## config.mk

```make
export PLATFORM = sky130hd
export DESIGN_NAME = mc8051_mem_sched
export DESIGN_NICKNAME = d
export VERILOG_FILES = /design/src/rtl/mc8051_mem_sched_pkg.sv /design/src/rtl/mc8051_mem_sched_prio.sv /design/src/rtl/mc8051_mem_sched.sv
export SDC_FILE = /design/constraint.sdc
export NUM_CORES = 1
export LEC_CHECK = 0
export CORE_MARGIN = 4
export CORE_UTILIZATION = 45
export CTS_BUF_LIST = sky130_fd_sc_hd__clkbuf_8 sky130_fd_sc_hd__clkbuf_16
export DETAILED_ROUTE_END_ITERATION = 8
export GPL_TIMING_DRIVEN = 0
export PLACE_DENSITY = 0.86
export SYNTH_ARGS = -nofsm -noshare
export SYNTH_HDL_FRONTEND = slang
export SYNTH_HIERARCHICAL = 1
export SYNTH_SLANG_ARGS = --single-unit
export TNS_END_PERCENT = 1
```

## constraint.sdc

```tcl
create_clock -name i_clk -period 2.51 [get_ports i_clk]
set_input_delay 0.502 -clock i_clk [delete_from_list [all_inputs] [get_ports i_clk]]
set_output_delay 0.502 -clock i_clk [all_outputs]
set_load 0.02 [all_outputs]
```

## src/rtl/mc8051_mem_sched_pkg.sv

```systemverilog
// mc8051 memory scheduler: shared types.
// State encodings and one-hot grant ids.
package mc8051_mem_sched_pkg;

  typedef enum logic [1:0] {
    MS_IDLE   = 2'd0,
    MS_ACCESS = 2'd1,
    MS_DONE   = 2'd2
  } ms_state_e;

  // Grant vector bit order is {S5, S3, S2}.
  localparam logic [2:0] GNT_S2 = 3'b001;
  localparam logic [2:0] GNT_S3 = 3'b010;
  localparam logic [2:0] GNT_S5 = 3'b100;

endpackage

```

## src/rtl/mc8051_mem_sched_prio.sv

```systemverilog
// mc8051 memory scheduler: priority picker.
// Fixed order S5 > S3-promoted > S2 > S3.
module mc8051_mem_prio
  import mc8051_mem_sched_pkg::*;
(
  input  logic [2:0] req_i,
  input  logic       starve_i,
  output logic [2:0] gnt_o
);

  // One-hot grant; writes first so older stores land before reads.
  always_comb begin
    if (req_i[2]) begin
      gnt_o = GNT_S5;
    end else if (req_i[1] && starve_i) begin
      gnt_o = GNT_S3;
    end else if (req_i[0]) begin
      gnt_o = GNT_S2;
    end else if (req_i[1]) begin
      gnt_o = GNT_S3;
    end else begin
      gnt_o = '0;
    end
  end

endmodule

```

## src/rtl/mc8051_mem_sched.sv

```systemverilog
// mc8051 memory scheduler: serialises S2/S3 reads
// and S5 writes onto the single memory port.
module mc8051_mem_sched
  import mc8051_mem_sched_pkg::*;
#(
  parameter int ADDR_W     = 16,
  parameter int DATA_W     = 8,
  parameter int TMO_CYC    = 15,
  parameter int STARVE_LIM = 3
) (
  input  logic              i_clk,
  input  logic              i_rst_n,
  input  logic              i_s2_req,
  input  logic [ADDR_W-1:0] i_s2_addr,
  input  logic              i_s3_req,
  input  logic [ADDR_W-1:0] i_s3_addr,
  input  logic              i_s5_req,
  input  logic [ADDR_W-1:0] i_s5_addr,
  input  logic [DATA_W-1:0] i_s5_wdata,
  output logic              o_s2_done,
  output logic              o_s3_done,
  output logic              o_s5_done,
  output logic [DATA_W-1:0] o_s2_rdata,
  output logic [DATA_W-1:0] o_s3_rdata,
  output logic              o_bus_err,
  output logic              o_mem_req,
  output logic              o_mem_we,
  output logic [ADDR_W-1:0] o_mem_addr,
  output logic [DATA_W-1:0] o_mem_wdata,
  input  logic              i_mem_ready,
  input  logic [DATA_W-1:0] i_mem_rdata
);

  localparam int WC_W = $clog2(TMO_CYC + 1);
  localparam int SC_W = $clog2(STARVE_LIM + 1);

  ms_state_e         state_q, state_d;
  logic [2:0]        gnt_q, gnt_d;
  logic [2:0]        req_vec, pick;
  logic [WC_W-1:0]   wait_q, wait_d;
  logic [SC_W-1:0]   starve_q, starve_d;
  logic              tmo_q, tmo_d;
  logic              req_q, req_d;
  logic              we_q, we_d;
  logic [ADDR_W-1:0] addr_q, addr_d;
  logic [DATA_W-1:0] wdata_q, wdata_d;
  logic [DATA_W-1:0] s2_rd_q, s2_rd_d;
  logic [DATA_W-1:0] s3_rd_q, s3_rd_d;
  logic              starve_hit, wait_last;

  assign req_vec    = {i_s5_req, i_s3_req, i_s2_req};
  assign starve_hit = (starve_q == SC_W'(STARVE_LIM));
  assign wait_last  = (wait_q == WC_W'(TMO_CYC - 1));

  mc8051_mem_prio u_prio (
    .req_i    (req_vec),
    .starve_i (starve_hit),
    .gnt_o    (pick)
  );

  // State and datapath registers.
  always_ff @(posedge i_clk or negedge i_rst_n) begin
    if (!i_rst_n) begin
      state_q  <= MS_IDLE;
      gnt_q    <= '0;
      wait_q   <= '0;
      starve_q <= '0;
      tmo_q    <= 1'b0;
      req_q    <= 1'b0;
      we_q     <= 1'b0;
      addr_q   <= '0;
      wdata_q  <= '0;
      s2_rd_q  <= '0;
      s3_rd_q  <= '0;
    end else begin
      state_q  <= state_d;
      gnt_q    <= gnt_d;
      wait_q   <= wait_d;
      starve_q <= starve_d;
      tmo_q    <= tmo_d;
      req_q    <= req_d;
      we_q     <= we_d;
      addr_q   <= addr_d;
      wdata_q  <= wdata_d;
      s2_rd_q  <= s2_rd_d;
      s3_rd_q  <= s3_rd_d;
    end
  end

  // Next state: IDLE -> ACCESS -> DONE -> IDLE.
  always_comb begin
    state_d = state_q;
    unique case (state_q)
      MS_IDLE:   if (|req_vec) state_d = MS_ACCESS;
      MS_ACCESS: if (i_mem_ready || wait_last) state_d = MS_DONE;
      MS_DONE:   state_d = MS_IDLE;
      default:   state_d = MS_IDLE;
    endcase
  end

  // Grant capture, wait/starve counters, read data capture.
  always_comb begin
    gnt_d    = gnt_q;
    wait_d   = wait_q;
    starve_d = starve_q;
    tmo_d    = tmo_q;
    req_d    = req_q;
    we_d     = we_q;
    addr_d   = addr_q;
    wdata_d  = wdata_q;
    s2_rd_d  = s2_rd_q;
    s3_rd_d  = s3_rd_q;
    if (!i_s3_req) starve_d = '0;
    unique case (state_q)
      MS_IDLE: begin
        if (|req_vec) begin
          gnt_d = pick;
          req_d = 1'b1;
          we_d  = pick[2];
          unique case (1'b1)
            pick[2]: begin
              addr_d  = i_s5_addr;
              wdata_d = i_s5_wdata;
            end
            pick[1]: addr_d = i_s3_addr;
            default: addr_d = i_s2_addr;
          endcase
          if (pick[1]) begin
            starve_d = '0;
          end else if (pick[0] && i_s3_req && !starve_hit) begin
            starve_d = starve_q + SC_W'(1);
          end
        end
      end
      MS_ACCESS: begin
        if (i_mem_ready) begin
          req_d = 1'b0;
          if (!we_q && gnt_q == GNT_S2) s2_rd_d = i_mem_rdata;
          if (!we_q && gnt_q == GNT_S3) s3_rd_d = i_mem_rdata;
        end else begin
          wait_d = wait_q + WC_W'(1);
          if (wait_last) begin
            req_d = 1'b0;
            tmo_d = 1'b1;
          end
        end
      end
      MS_DONE: begin
        wait_d = '0;
        tmo_d  = 1'b0;
      end
      default: ;
    endcase
  end

  // Done pulses decode from DONE plus the held grant.
  always_comb begin
    o_s2_done   = (state_q == MS_DONE) && (gnt_q == GNT_S2);
    o_s3_done   = (state_q == MS_DONE) && (gnt_q == GNT_S3);
    o_s5_done   = (state_q == MS_DONE) && (gnt_q == GNT_S5);
    o_bus_err   = (state_q == MS_DONE) && tmo_q;
    o_mem_req   = req_q;
    o_mem_we    = we_q;
    o_mem_addr  = addr_q;
    o_mem_wdata = wdata_q;
    o_s2_rdata  = s2_rd_q;
    o_s3_rdata  = s3_rd_q;
  end

endmodule

```

==> flow_metrics.py <==
metrics = {
    "run_status": {
        "status": "finished clean",
    },
    "power_and_ir_drop": {
        "switching_share_pct": 37.1,
        "internal-power_w": 0.00260,
        "power_leakage_nw": 1.66,
        "peakVddDrop_uv": 450,
        "p_per_area_nw_per_um2": 1060,
        "p_seq_share_pct": 36.1,
        "clockPowerShare_pct": 14.7,
        "p_switching_w": 0.00153,
        "comb_power_share_pct": 49.3,
        "power_w": 0.00413,
    },
    "synth": {
        "async_flop_share_pct": 100,
        "synth_area_per_cell_um2": 11.4,
        "syn_nets": 295,
        "ys_types": 36,
        "ys_seq_elements": 53,
        "synth-seq-area-share_pct": 52.4,
        "syn-cell-area_um2": 2530,
        "ys_warn_count": 6,
        "synthFlopType": "dfrtp_1",
        "netlist_instances": 222,
        "synth-edff-count": 0,
    },
    "sta": {
        "grt_setup_unrepaired": "false",
        "fin_skew_ps": 6.67,
        "finalCriticalPeriod_ps": 2370,
        "setup_viol": 0,
        "min_period_over_period_pct": 94.3,
        "slew_viol_final": 0,
        "tightest_slew_ps": 796,
        "fmax_mhz": 422,
        "fin_ws_ps": 142,
        "hold_viol": 0,
        "max-slew-margin-rel_pct": 46.5,
    },
    "grt": {
        "grt_pass1_vias": 2317,
        "grt_antenna_before_repair": 0,
        "track_usage_pct": 19.8,
        "grt_pass1_wl_um": 11200,
        "grt_max_degree": 31,
        "grt-ovfl-total": 0,
    },
    "placed_design": {
        "place_congestion": 0.792,
        "place_hpwl_um": 5250,
        "dp.cells": 410,
        "port_buffers": 115,
        "dp_slack_ps": -182,
    },
    "finish": {
        "layout_common_cells": "clkdlybuf4s50_1 (111), dfrtp_1 (53), o21ai_0 (36), a21oi_1 (19), mux2_2 (18)",
        "layout.cells.non_filler": 417,
        "final_common_cell": "clkdlybuf4s50_1",
        "drive_gt1_share_pct": 12.8,
        "areaGrowthSynthToFinish_pct": 54.1,
        "diodes": 0,
        "fill_cells": 433,
        "nets": 417,
    },
    "setup_path": {
        "crit_fanout": 10,
        "crit_start": "state_q[0]$_DFFE_PN0P_",
        "path_buf_inv": 3,
        "path_cells": "buf_2 > clkinv_1 > and3_1 > clkdlybuf4s50_1",
        "slowest_stage": "clkdlybuf4s50_1",
        "crit_family": "buffers and inverters",
        "cpPeakStageDelay_ps": 540,
        "r2r-start": "starve_q[0]$_DFF_PN0_",
        "worstSetupEndpointType": "primary output",
        "required_ps": 2010,
        "critPathKind": "reg -> out",
        "worstSetupStartpointType": "flop",
        "cp.arrival_ps": 1870,
    },
    "detailed_routing": {
        "antenna_left": 0,
        "viasPerCell": 5.37,
        "drc": 0,
        "wl_met2_um": 3270,
        "first_iter_violations": 54,
        "first_pass_iters": 4,
        "wire_per_inst_um": 16.4,
        "wl_met3_um": 596,
        "met1_length_um": 2900,
        "vias": 2238,
        "wl_um": 6830,
        "route.top_layer_used": "met4",
    },
    "die": {
        "fp.dieH_um": 83.0,
        "io_pins": 116,
        "core_um2": 5470,
        "initial_core_util_pct": 46.2,
        "fp.dieArea_um2": 6880,
        "die_x_um": 83.0,
        "row_count": 27,
    },
    "cts": {
        "post_cts_buffers": 0,
        "insertion_delay_ps": 310,
        "cts_tree": "yes",
        "cts_sinks": 53,
        "post_cts_resized": 3,
        "cts_max_level": 2,
        "cts_hold_buffers": 0,
        "cts_made_buffers": 5,
        "clock_path_buffers": 2,
        "cts.clk_slew.worst_paths_ps": 90,
        "clock-root-buffer": "clkbuf_8",
    },
    "hold_path": {
        "hp-class": "in -> async",
    },
    "flow_run": {
        "max_cap_violations": 0,
    },
}
-- final cells by class --
class	instances	area [um^2]	area share, %
Inverter	7	26.3	0.674
Sequential cell	53	1330	34.0
Buffer	12	57.6	1.48
Tap cell	72	90.1	2.31
Clock buffer	6	82.6	2.12
Timing Repair Buffer	116	1160	29.8
Multi-Input combinational cell	149	1110	28.6
Clock inverter	2	37.5	0.963
-- cell usage after synthesis, types with 2 or more instances --
cell / n / share of area [%]
nand3_1: 2 / 0.40
nand2b_1: 2 / 0.49
or4_1: 2 / 0.59
nand2_1: 5 / 0.74
and3_1: 2 / 0.49
inv_1: 6 / 0.89
mux2_4: 8 / 4.8
nand3b_1: 3 / 0.89
nor2_1: 5 / 0.74
mux2_2: 18 / 8.0
o2bb2ai_1: 2 / 0.69
nor4b_1: 4 / 1.4
a21oi_1: 19 / 3.8
a22o_1: 16 / 5.5
ha_1: 3 / 1.5
nand4_1: 2 / 0.49
nor3_1: 4 / 0.79
or3_1: 2 / 0.49
dfrtp_1: 53 / 52
a31oi_1: 4 / 0.99
o21ai_0: 36 / 7.1
clkbuf_1: 10 / 1.5
-- sequential cells by signal, summed over array words and instances (netlist names), 2 cells and up --
name         flops
o_mem_wdata      8
o_s2_rdata       8
starve_q         2
o_s3_rdata       8
state_q          2
o_mem_addr      16
wait_q           4
gnt_q            3
-- per-stage QoR --
stage	TNS, ps	area (um^2)	utilization [%]	hold WS (ps)
floorplan	0	2530	-	206
global placement	-33670	3770	68.9	486
detailed placement	-1400	3780	69.2	492
CTS	0	3900	71.2	192
global route	0	3900	71.2	219
finish	0	3900	71.2	178
-- path summary, 6_finish.rpt --
path                                              endpoint  slack (ps)  depth (start not counted)
max in group asynchronous       o_mem_wdata[4]$_DFFE_PN0P_        1790                          2
worst min-delay path                state_q[0]$_DFFE_PN0P_         180                          1
worst max register to register  o_mem_addr[15]$_DFFE_PN0P_         460                          6
min in group i_clk              o_mem_wdata[2]$_DFFE_PN0P_         510                          1
worst max-delay path                             o_bus_err         140                          4
worst min register to register  o_mem_wdata[2]$_DFFE_PN0P_         510                          1
-- logic make-up (layout without fill, tap and decap cells) --
family                     after synthesis  count (layout)  synth area share, %
adders and majority gates                3               3                 1.48
and+or+nand+nor                         39              39                 10.2
muxes                                   26              26                 12.8
DFF                                     53              53                 52.4
buffers and inverters                   20             143                 3.46
AOI/OAI and AO/OA                       81              81                 19.6
-- power groups by stage --
stage | Clock (W) | Sequential, W | Combinational, W
global route | 0.000646 | 0.00155 | 0.00217
detailed placement | 0 | 0.00150 | 0.00206
global placement | 0 | 0.00146 | 0.00202
CTS | 0.000617 | 0.00149 | 0.00205
floorplan | 0 | 0.00186 | 0.000674
finish | 0.000606 | 0.00149 | 0.00203
-- worst reg2reg max path, stage by stage (launching register included) --
cell and delay (ps):
dfrtp_1 420, ha_1 250, o211a_1 250, nor2_1 370
clkbuf_1 390, a21oi_1 140, o21ai_0 150
-- routing by layer --
metal / global-route usage [%] / up-vias
li1: - / 1072
met1: 24.1 / 1068
met2: 34.2 / 92
met3: 6.15 / 6
met4: 4.46 / 0
met5: 0 / -
Note: power is estimated with default switching activity, not from simulation.
